**config.mk**
```make
export PLATFORM = sky130hd
export DESIGN_NAME = uart_rx_fifo_flat
export DESIGN_NICKNAME = d
export VERILOG_FILES = /design/src/rtl/uart_rx_fifo_if.sv /design/src/rtl/uart_rx_fifo.sv /design/src/flat_wrapper.sv
export SDC_FILE = /design/constraint.sdc
export NUM_CORES = 1
export LEC_CHECK = 0
export ABC_CLOCK_PERIOD_IN_PS = 7900
export CAP_MARGIN = 20
export CORE_AREA = 4 4 127 129
export DETAILED_ROUTE_END_ITERATION = 8
export DIE_AREA = 0 0 131 133
export HOLD_SLACK_MARGIN = 0.12
export PLACE_DENSITY = 0.82
export SETUP_SLACK_MARGIN = 0.1
export SYNTH_ARGS = -nofsm -noshare
export SYNTH_HDL_FRONTEND = slang
export SYNTH_SLANG_ARGS = --single-unit
```
**constraint.sdc**
```tcl
create_clock -name clk -period 7.9 [get_ports clk]
set_clock_uncertainty 0.15 [all_clocks]
set_input_delay 1.185 -clock clk [delete_from_list [all_inputs] [get_ports clk]]
set_output_delay 1.185 -clock clk [all_outputs]
set_load 0.05 [all_outputs]
```
**src/rtl/uart_rx_fifo_if.sv**
```systemverilog
// uart_rx_fifo_if: read-side bus of the UART receive FIFO.
//
// Carries the FWFT head entry, occupancy and status from the receiver to
// the register file (RBR/LSR logic), and the pop/flush controls back.
//   slave  : the receiver (drives data/status, takes rd_en/fifo_clr)
//   master : the register file (drives rd_en/fifo_clr, takes data/status)
//
// Signals:
//   fifo_clr    synchronous flush pulse
//   rd_en       pop the head entry
//   rd_data     head character, zero-extended above the data bits
//   rd_pe/fe/bi head parity error / framing error / break indication
//   rx_empty    FIFO empty
//   rx_count    FIFO occupancy, 0..FIFO_DEPTH
//   overrun     one-clk pulse: completed character discarded (FIFO full)
//   rx_timeout  character timeout (only driven non-zero when the timeout
//               feature is built in)
interface uart_rx_fifo_if #(
    parameter int FIFO_DEPTH = 16
);
    localparam int CNT_W = $clog2(FIFO_DEPTH) + 1;

    logic             fifo_clr;
    logic             rd_en;
    logic [7:0]       rd_data;
    logic             rd_pe;
    logic             rd_fe;
    logic             rd_bi;
    logic             rx_empty;
    logic [CNT_W-1:0] rx_count;
    logic             overrun;
    logic             rx_timeout;

    modport slave (
        input  fifo_clr, rd_en,
        output rd_data, rd_pe, rd_fe, rd_bi, rx_empty, rx_count, overrun, rx_timeout
    );

    modport master (
        output fifo_clr, rd_en,
        input  rd_data, rd_pe, rd_fe, rd_bi, rx_empty, rx_count, overrun, rx_timeout
    );
endinterface

```
**src/rtl/uart_rx_fifo.sv**
```systemverilog
// uart_rx_fifo: oversampling UART receiver with an FWFT receive FIFO.
//
// Receives 5-8 data bits, optional parity, 1 or 2 stop bits, using a
// 3-sample majority vote around the middle of each bit. Each completed
// character is pushed into the FIFO with its parity/framing/break flags.
// A break (all-zero data, parity and stop) writes a single entry and then
// waits for the line to return high.
//
// Ports:
//   clk, rst_n     clock, asynchronous active-low reset
//   rxd            serial input (asynchronous, idle high)
//   sample_tick    one-clk pulse at OVERSAMPLE x baud
//   enable_sample  gate request to the baud generator
//   enable         receiver enable; dropping it aborts a frame in progress
//   data_bits      00=5 .. 11=8 data bits
//   stop_bits      0=1 stop bit, 1=2 stop bits
//   parity_en      parity bit present
//   parity_even    1=even parity, 0=odd parity
//   fifo           read-side bus (uart_rx_fifo_if.slave)
//
// Build option: define UART_RX_TIMEOUT_EN to add the character-timeout
// counter and rx_timeout; otherwise rx_timeout is tied low.
module uart_rx_fifo #(
    parameter  int OVERSAMPLE = 16,
    parameter  int FIFO_DEPTH = 16,
    localparam int CNT_W      = $clog2(FIFO_DEPTH) + 1
) (
    input  logic       clk,
    input  logic       rst_n,
    input  logic       rxd,
    input  logic       sample_tick,
    output logic       enable_sample,
    input  logic       enable,
    input  logic [1:0] data_bits,
    input  logic       stop_bits,
    input  logic       parity_en,
    input  logic       parity_even,
    uart_rx_fifo_if.slave fifo
);

    localparam int TICK_W = $clog2(OVERSAMPLE);
    localparam int PTR_W  = $clog2(FIFO_DEPTH);

    localparam logic [TICK_W-1:0] IDX_S0   = TICK_W'(OVERSAMPLE / 2 - 1);
    localparam logic [TICK_W-1:0] IDX_S1   = TICK_W'(OVERSAMPLE / 2);
    localparam logic [TICK_W-1:0] IDX_VOTE = TICK_W'(OVERSAMPLE / 2 + 1);
    localparam logic [TICK_W-1:0] IDX_END  = TICK_W'(OVERSAMPLE - 1);

    typedef enum logic [2:0] {
        IDLE, START, DATA, PARITY, STOP, BRK_WAIT
    } state_t;

    typedef struct packed {
        logic [7:0] data;
        logic       pe;
        logic       fe;
        logic       bi;
    } entry_t;

    // ------------------------------------------------------------------
    // rxd synchroniser
    // ------------------------------------------------------------------
    logic rxd_meta, rxd_s;

    // NOTE: sequential state uses non-blocking assignments so every flop
    // samples the pre-edge values regardless of statement order.
    always_ff @(posedge clk or negedge rst_n) begin
        if (!rst_n) begin
            // Reset to the idle (high) line level so reset release does not
            // look like a start bit.
            rxd_meta <= 1'b1;
            rxd_s    <= 1'b1;
        end else begin
            rxd_meta <= rxd;
            rxd_s    <= rxd_meta;
        end
    end

    // ------------------------------------------------------------------
    // Bit timing and voting
    // ------------------------------------------------------------------
    state_t            state, next_state;
    logic [TICK_W-1:0] tick_idx;
    logic [2:0]        bit_cnt;
    logic [7:0]        rx_data;
    logic              s0, s1, par_bit;
    logic [1:0]        cfg_bits;
    logic              cfg_par_en, cfg_par_even, cfg_stop;

    logic at_s0, at_s1, at_vote, at_end;
    logic vote, last_data, brk, pe_calc;
    logic start_det, wr_fire;

    assign at_s0   = sample_tick && (tick_idx == IDX_S0);
    assign at_s1   = sample_tick && (tick_idx == IDX_S1);
    assign at_vote = sample_tick && (tick_idx == IDX_VOTE);
    assign at_end  = sample_tick && (tick_idx == IDX_END);

    // Third sample is taken live at the vote tick.
    assign vote      = (s0 & s1) | (s0 & rxd_s) | (s1 & rxd_s);
    assign last_data = (bit_cnt == ({1'b0, cfg_bits} + 3'd4));
    assign brk       = (rx_data == 8'h00) && !(cfg_par_en && par_bit) && !vote;
    // 1 when the received parity bit differs from the one the data implies.
    assign pe_calc   = cfg_par_en & (par_bit ^ (^rx_data) ^ ~cfg_par_even);

    // ------------------------------------------------------------------
    // FSM: state register / next state / outputs
    // ------------------------------------------------------------------
    always_ff @(posedge clk or negedge rst_n) begin
        if (!rst_n) state <= IDLE;
        else        state <= next_state;
    end

    always_comb begin
        // NOTE: default assignment first so no path leaves next_state
        // unassigned, which would infer a latch.
        next_state = state;
        case (state)
            IDLE:     if (!rxd_s) next_state = START;
            START:    if (at_vote && vote) next_state = IDLE;
                      else if (at_end)     next_state = DATA;
            DATA:     if (at_end && last_data) next_state = cfg_par_en ? PARITY : STOP;
            PARITY:   if (at_end) next_state = STOP;
            STOP:     if (at_vote) next_state = brk ? BRK_WAIT : IDLE;
            BRK_WAIT: if (rxd_s) next_state = IDLE;
            default:  next_state = IDLE;
        endcase
        if (!enable) next_state = IDLE;
    end

`ifdef UART_RX_TIMEOUT_EN
    logic to_run;
`endif

    always_comb begin
        start_det = (state == IDLE) && (next_state == START);
        wr_fire   = (state == STOP) && at_vote && enable;
`ifdef UART_RX_TIMEOUT_EN
        enable_sample = enable && ((state != IDLE) || to_run);
`else
        enable_sample = enable && (state != IDLE);
`endif
    end

    // ------------------------------------------------------------------
    // Receive datapath
    // ------------------------------------------------------------------
    logic   wr_req;
    entry_t wr_entry;

    always_ff @(posedge clk or negedge rst_n) begin
        if (!rst_n) begin
            tick_idx     <= '0;
            bit_cnt      <= '0;
            rx_data      <= '0;
            s0           <= 1'b1;
            s1           <= 1'b1;
            par_bit      <= 1'b0;
            cfg_bits     <= '0;
            cfg_par_en   <= 1'b0;
            cfg_par_even <= 1'b0;
            cfg_stop     <= 1'b0;
            wr_req       <= 1'b0;
            wr_entry     <= '0;
        end else begin
            wr_req <= 1'b0;
            if (start_det) begin
                // Frame format is frozen here; mid-frame changes wait for
                // the next start bit.
                tick_idx     <= '0;
                bit_cnt      <= '0;
                rx_data      <= '0;
                par_bit      <= 1'b0;
                cfg_bits     <= data_bits;
                cfg_par_en   <= parity_en;
                cfg_par_even <= parity_even;
                cfg_stop     <= stop_bits;
            end else if (state != IDLE && state != BRK_WAIT && sample_tick) begin
                tick_idx <= at_end ? '0 : tick_idx + TICK_W'(1);
                if (at_s0) s0 <= rxd_s;
                if (at_s1) s1 <= rxd_s;
                if (at_end && state == DATA) bit_cnt <= bit_cnt + 3'd1;
                if (at_vote && state == DATA)   rx_data[bit_cnt] <= vote;
                if (at_vote && state == PARITY) par_bit <= vote;
            end
            if (wr_fire) begin
                wr_req <= 1'b1;
                if (brk) wr_entry <= '{data: 8'h00, pe: 1'b0, fe: 1'b1, bi: 1'b1};
                else     wr_entry <= '{data: rx_data, pe: pe_calc, fe: !vote, bi: 1'b0};
            end
        end
    end

    // ------------------------------------------------------------------
    // Receive FIFO (first-word fall-through)
    // ------------------------------------------------------------------
    entry_t           mem [FIFO_DEPTH];
    logic [PTR_W-1:0] wr_ptr, rd_ptr;
    logic [CNT_W-1:0] count;
    logic             empty, full, do_rd, do_wr, overrun_q;
    entry_t           head;

    assign empty = (count == '0);
    assign full  = (count == CNT_W'(FIFO_DEPTH));
    assign do_rd = fifo.rd_en && !empty;
    // A pop in the same cycle frees the slot, so a full FIFO still accepts.
    assign do_wr = wr_req && (!full || do_rd);

    // NOTE: the storage array has no reset; validity is tracked by count,
    // and the head outputs are forced to zero while empty.
    always_ff @(posedge clk) begin
        if (do_wr && !fifo.fifo_clr) mem[wr_ptr] <= wr_entry;
    end

    always_ff @(posedge clk or negedge rst_n) begin
        if (!rst_n) begin
            wr_ptr    <= '0;
            rd_ptr    <= '0;
            count     <= '0;
            overrun_q <= 1'b0;
        end else begin
            overrun_q <= wr_req && full && !do_rd && !fifo.fifo_clr;
            if (fifo.fifo_clr) begin
                wr_ptr <= '0;
                rd_ptr <= '0;
                count  <= '0;
            end else begin
                if (do_wr) wr_ptr <= wr_ptr + PTR_W'(1);
                if (do_rd) rd_ptr <= rd_ptr + PTR_W'(1);
                case ({do_wr, do_rd})
                    2'b10:   count <= count + CNT_W'(1);
                    2'b01:   count <= count - CNT_W'(1);
                    default: count <= count;
                endcase
            end
        end
    end

    assign head          = mem[rd_ptr];
    assign fifo.rd_data  = empty ? 8'h00 : head.data;
    assign fifo.rd_pe    = !empty && head.pe;
    assign fifo.rd_fe    = !empty && head.fe;
    assign fifo.rd_bi    = !empty && head.bi;
    assign fifo.rx_empty = empty;
    assign fifo.rx_count = count;
    assign fifo.overrun  = overrun_q;

    // ------------------------------------------------------------------
    // Character timeout
    // ------------------------------------------------------------------
`ifdef UART_RX_TIMEOUT_EN
    localparam int TO_W = $clog2(48 * OVERSAMPLE + 1);

    logic [3:0]      char_bits;
    logic [TO_W-1:0] to_limit, to_cnt;
    logic            to_q, to_clr;

    // Start + data + parity + stop, taken from the last received frame.
    assign char_bits = 4'd7 + {2'b00, cfg_bits} + {3'b000, cfg_par_en} + {3'b000, cfg_stop};
    assign to_limit  = TO_W'(char_bits) * TO_W'(4 * OVERSAMPLE);
    assign to_run    = (state == IDLE) && !empty && !to_q;
    assign to_clr    = fifo.rd_en || start_det || fifo.fifo_clr || empty;

    always_ff @(posedge clk or negedge rst_n) begin
        if (!rst_n) begin
            to_cnt <= '0;
            to_q   <= 1'b0;
        end else if (to_clr) begin
            to_cnt <= '0;
            to_q   <= 1'b0;
        end else if (to_run && sample_tick) begin
            to_cnt <= to_cnt + TO_W'(1);
            if (to_cnt == to_limit - TO_W'(1)) to_q <= 1'b1;
        end
    end

    assign fifo.rx_timeout = to_q;
`else
    // stop_bits only affects the timeout length; without it the second
    // stop bit is simply absorbed as idle line.
    logic cfg_stop_unused;
    assign cfg_stop_unused = cfg_stop;
    assign fifo.rx_timeout = 1'b0;
`endif

endmodule
```
**src/flat_wrapper.sv**
```systemverilog
// flat-port wrapper written by rule: the top's interface ports become plain ports
module uart_rx_fifo_flat 
#(
    parameter  int OVERSAMPLE = 16,
    parameter  int FIFO_DEPTH = 16,
    localparam int CNT_W      = $clog2(FIFO_DEPTH) + 1
)
  (clk, rst_n, rxd, sample_tick, enable_sample, enable, data_bits, stop_bits, parity_en, parity_even, fifo_fifo_clr, fifo_rd_en, fifo_rd_data, fifo_rd_pe, fifo_rd_fe, fifo_rd_bi, fifo_rx_empty, fifo_rx_count, fifo_overrun, fifo_rx_timeout);
  uart_rx_fifo_if #(.FIFO_DEPTH(FIFO_DEPTH)) fifo_i ();
  input  logic clk;
  input  logic rst_n;
  input  logic rxd;
  input  logic sample_tick;
  output logic enable_sample;
  input  logic enable;
  input  logic [1:0] data_bits;
  input  logic stop_bits;
  input  logic parity_en;
  input  logic parity_even;
  input wire logic [$bits(fifo_i.fifo_clr)-1:0] fifo_fifo_clr;
  input wire logic [$bits(fifo_i.rd_en)-1:0] fifo_rd_en;
  output wire logic [$bits(fifo_i.rd_data)-1:0] fifo_rd_data;
  output wire logic [$bits(fifo_i.rd_pe)-1:0] fifo_rd_pe;
  output wire logic [$bits(fifo_i.rd_fe)-1:0] fifo_rd_fe;
  output wire logic [$bits(fifo_i.rd_bi)-1:0] fifo_rd_bi;
  output wire logic [$bits(fifo_i.rx_empty)-1:0] fifo_rx_empty;
  output wire logic [$bits(fifo_i.rx_count)-1:0] fifo_rx_count;
  output wire logic [$bits(fifo_i.overrun)-1:0] fifo_overrun;
  output wire logic [$bits(fifo_i.rx_timeout)-1:0] fifo_rx_timeout;
  assign fifo_i.fifo_clr = fifo_fifo_clr;
  assign fifo_i.rd_en = fifo_rd_en;
  assign fifo_rd_data = fifo_i.rd_data;
  assign fifo_rd_pe = fifo_i.rd_pe;
  assign fifo_rd_fe = fifo_i.rd_fe;
  assign fifo_rd_bi = fifo_i.rd_bi;
  assign fifo_rx_empty = fifo_i.rx_empty;
  assign fifo_rx_count = fifo_i.rx_count;
  assign fifo_overrun = fifo_i.overrun;
  assign fifo_rx_timeout = fifo_i.rx_timeout;
  uart_rx_fifo #(.OVERSAMPLE(OVERSAMPLE), .FIFO_DEPTH(FIFO_DEPTH)) u_core (.clk(clk), .rst_n(rst_n), .rxd(rxd), .sample_tick(sample_tick), .enable_sample(enable_sample), .enable(enable), .data_bits(data_bits), .stop_bits(stop_bits), .parity_en(parity_en), .parity_even(parity_even), .fifo(fifo_i));
endmodule
```
==> summary.txt <==
STATUS
--------------------------------------------------------------------------------------
Result of the run ....................................................... finished, final reports clean

MIN PATH
--------------------------------------------------------------------------------------
Hold Path Class ......................................................... register to register
Startpoint of the tightest hold check path .............................. u_core.rxd_meta$_DFF_PN1_
Worst Hold Path Cells ...................................................            0

YOSYS
--------------------------------------------------------------------------------------
Seq/Total Area, Yosys ...................................................        0.681
Multiplexer fraction of the synthesized cell area .......................        0.148
Number of enable-type register cells in the synthesized netlist .........          176
Post-Syn Instances ......................................................          583
Syn Area/Cell ...........................................................     16.7 µm²
Synth Area in Compound Gates ............................................       0.0424
Yosys reg bits ..........................................................          229
Primary FF master, synth ................................................     edfxtp_1
Simple-gate area share of the yosys netlist .............................       0.0665
Dominant combinational cell family by area after synthesis .............. multiplexers
Number of warning messages in the yosys log .............................            0
Adder and majority gate portion of the synthesized area .................       0.0237
Cell accounting for the most synthesized area ...........................     edfxtp_1
Number of unique standard cell types used by synthesis ..................           63
Top area cells in the synthesized netlist ............................... edfxtp_1, dfrtp_1, mux4_2
Syn Nets ................................................................          612
XOR/XNOR Fraction of Synth Area .........................................       0.0144
Post-synth ARST share ...................................................        0.231
Post-synthesis instance area ............................................     9710 µm²
Area share of the largest cell type after synthesis .....................        0.544

PLACE
--------------------------------------------------------------------------------------
Detail Placement HPWL ...................................................    11,900 µm
Global placer's final weighted congestion ...............................        0.803
Port buffer count .......................................................           29
Post-DP Area ............................................................   10,300 µm²
Worst slack, placed .....................................................      3.67 ns

WORST SETUP PATH
--------------------------------------------------------------------------------------
Crit Path Category ...................................................... register to primary output
Crit Reg-Reg Endpoint ................................................... u_core.fifo.rx_count[4]$_DFFE_PN0P_
FF-to-FF path depth .....................................................            8
Maximum fanout along the worst path .....................................           44
Last element of the critical path ....................................... fifo_rd_data[0]
Critical Path RT ........................................................      6.57 ns
Launch point of the critical path ....................................... u_core.rd_ptr[0]$_DFFE_PN0P_
CP startpoint kind ......................................................     register
Worst setup slack for register-to-register paths ........................      4.80 ns
Type of destination of the critical path ................................ primary output
CP Data Arrival Time ....................................................      3.40 ns
Reg-to-Reg Start ........................................................ u_core.fifo.rx_count[1]$_DFFE_PN0P_

FINAL LAYOUT
--------------------------------------------------------------------------------------
Most used cells in the layout excluding fill and tap cells .............. edfxtp_1, dfrtp_1, mux4_2
Net count, final ........................................................          654
Fillers .................................................................          892
P&R area growth vs syn ..................................................        13.5%
Leading cell type in the layout, fill and taps excluded .................     edfxtp_1
Finished Cell Area ......................................................   11,000 µm²
Antenna diode count .....................................................            0
Layout cell share with drive strength beyond 1 ..........................        0.192

TIMING
--------------------------------------------------------------------------------------
Worst Setup Slack, final ................................................      3.17 ns
Max frequency ...........................................................      211 MHz
Fraction of the cycle the final worst path needs ........................        0.599
# setup viols final .....................................................            0
Slew of the pin with the lowest slew margin .............................      1.08 ns
Normalized max-slew margin ..............................................        0.275
RSZ-0062 raised after global routing ....................................        false
Min cycle time layout ...................................................      4.73 ns
Final count of pins violating max slew ..................................            0
Number of endpoints with negative hold slack in the final report ........            0
Setup total negative slack ..............................................         0 ns
Hold slack final ........................................................     0.216 ns

GLOBAL ROUTE
--------------------------------------------------------------------------------------
GRT Util Overall ........................................................        0.234
Initial antenna violation count .........................................            0
Wire length of the first global-routing pass ............................    31,200 µm
Maximum number of pins on one net before global-route repair ............           54
Overall overflow remaining after global route ...........................            0
Number of global-route vias before repair ...............................        5,615

ROUTING
--------------------------------------------------------------------------------------
Pre-antenna DRT Iters ...................................................            5
Count of antenna-violating nets left after detailed routing .............            0
Number of remaining DRC errors ..........................................            0
Mean number of vias per cell ............................................         6.41
Final Routed Wirelength .................................................    19,200 µm
Starting DRC count in detailed routing ..................................          438
Total via count in the routed design ....................................        5,316
Average wire per standard cell ..........................................      23.2 µm

CLOCKING
--------------------------------------------------------------------------------------
Root buffer cell ........................................................    clkbuf_16
Resized Gates After CTS .................................................            0
Inserted Clock Buffers ..................................................           23
Clock latency on the worst-skew pair ....................................      0.49 ns
Number of buffers on the longest clock path .............................            3
Hold bufs inserted after CTS ............................................            0
Deepest level of the CTS H-tree .........................................            1
CTS tree ................................................................        built
Clock sink total ........................................................          229
Clock slew at the register clock pins of the worst setup and hold paths .      0.06 ns
Buffers inserted by post-CTS timing repair ..............................            0

JOB
--------------------------------------------------------------------------------------
Max Cap Viol ............................................................            0

DIE
--------------------------------------------------------------------------------------
Row cnt .................................................................           45
Die H ...................................................................       133 µm
Effective utilization at floorplan ......................................        0.646
I/O pin count ...........................................................           32
Die span in x ...........................................................       131 µm
Placeable core region ...................................................   15,000 µm²
Die footprint ...........................................................   17,400 µm²

PWR
--------------------------------------------------------------------------------------
Power per unit of standard cell area ....................................   287 nW/µm²
Leak Pwr ................................................................      4.08 nW
Maximum vdd drop ........................................................       344 µV

synth_stat cells (5+ instances only):
cell type	number
a22o_1	9
edfxtp_1	176
nor2_1	40
a21oi_1	7
mux2_2	8
nor4_1	5
nand2_1	19
nand2b_1	6
nor3_1	7
dfrtp_1	49
mux4_2	44
mux2i_1	36
clkbuf_1	21
xnor2_1	9
buf_2	6
o21ai_0	8
xor2_1	7
ha_1	16
nor2b_1	8
inv_1	21
o22ai_1	11
nand4_1	10
report_power, final:
part | total [mW] | switching (mW) | internal (mW) | leakage [nW]
clock | 1.01 | 0.423 | 0.589 | 0.335
sequential | 1.35 | 0.0457 | 1.31 | 2.56
combinational | 0.804 | 0.498 | 0.306 | 1.18
total | 3.17 | 0.966 | 2.20 | 4.08
cell families (layout without fill, tap and decap cells):
group | after synthesis | in the layout
xor gates and xnor gates | 16 | 16
muxes | 88 | 88
adders and majority gates | 18 | 18
other | 1 | 1
buffers and inverters | 54 | 112
and+or+nand+nor | 122 | 122
DFF | 229 | 229
AOI/OAI and AO/OA | 55 | 55
worst max-delay path: stages (launching register included):
cell and delay, ns:
dfrtp_2 0.40, buf_4 0.69, mux4_2 0.60, mux2i_1 0.28
o22ai_1 0.18, clkdlybuf4s50_1 0.74
worst min path at each step:
stage | end | slack (ns)
floorplan | u_core.rxd_s$_DFF_PN1_ | 0.20
global placement | u_core.rxd_s$_DFF_PN1_ | 0.20
detailed placement | u_core.rxd_s$_DFF_PN1_ | 0.21
CTS | u_core.rxd_s$_DFF_PN1_ | 0.22
global route | u_core.rxd_s$_DFF_PN1_ | 0.21
finish | u_core.rxd_s$_DFF_PN1_ | 0.22
metal layers:
layer	routed length [µm]	track usage	vias to the layer above
met3	1260	0.0444	25
met5	0	0	-
li1	-	-	2347
met4	329	0.0497	0
met1	7680	0.324	2743
met2	9960	0.392	201
per-stage QoR:
stage                     cells  total power, mW  utilization
after floorplan             583             1.95            -
after global placement      774             2.16        0.676
after detailed placement    782             2.18        0.682
after CTS                   823             3.18        0.729
after global routing        829             3.30        0.734
final                       829             3.17        0.734
sequential cells by signal, indices dropped and copies added (netlist names), 2 cells and up:
signal / count
u_core.wr_ptr: 4
u_core.bit_cnt: 3
u_core.rd_ptr: 4
u_core.wr_entry: 11
u_core.cfg_bits: 2
u_core.rx_data: 8
u_core.fifo.rx_count: 5
u_core.state: 3
u_core.tick_idx: 4
u_core.mem: 176
cell type report:
| cell class | count | area [µm²] | area share |
|---|---|---|---|
| Clock buffer | 32 | 629 | 0.0571 |
| Clock inverter | 9 | 73.8 | 0.00669 |
| Inverter | 22 | 82.6 | 0.00749 |
| Multi-Input combinational cell | 300 | 2890 | 0.262 |
| Sequential cell | 229 | 6620 | 0.600 |
| Tap cell | 188 | 235 | 0.0213 |
| Timing Repair Buffer | 49 | 493 | 0.0447 |
(Power assumes the default switching activity.)
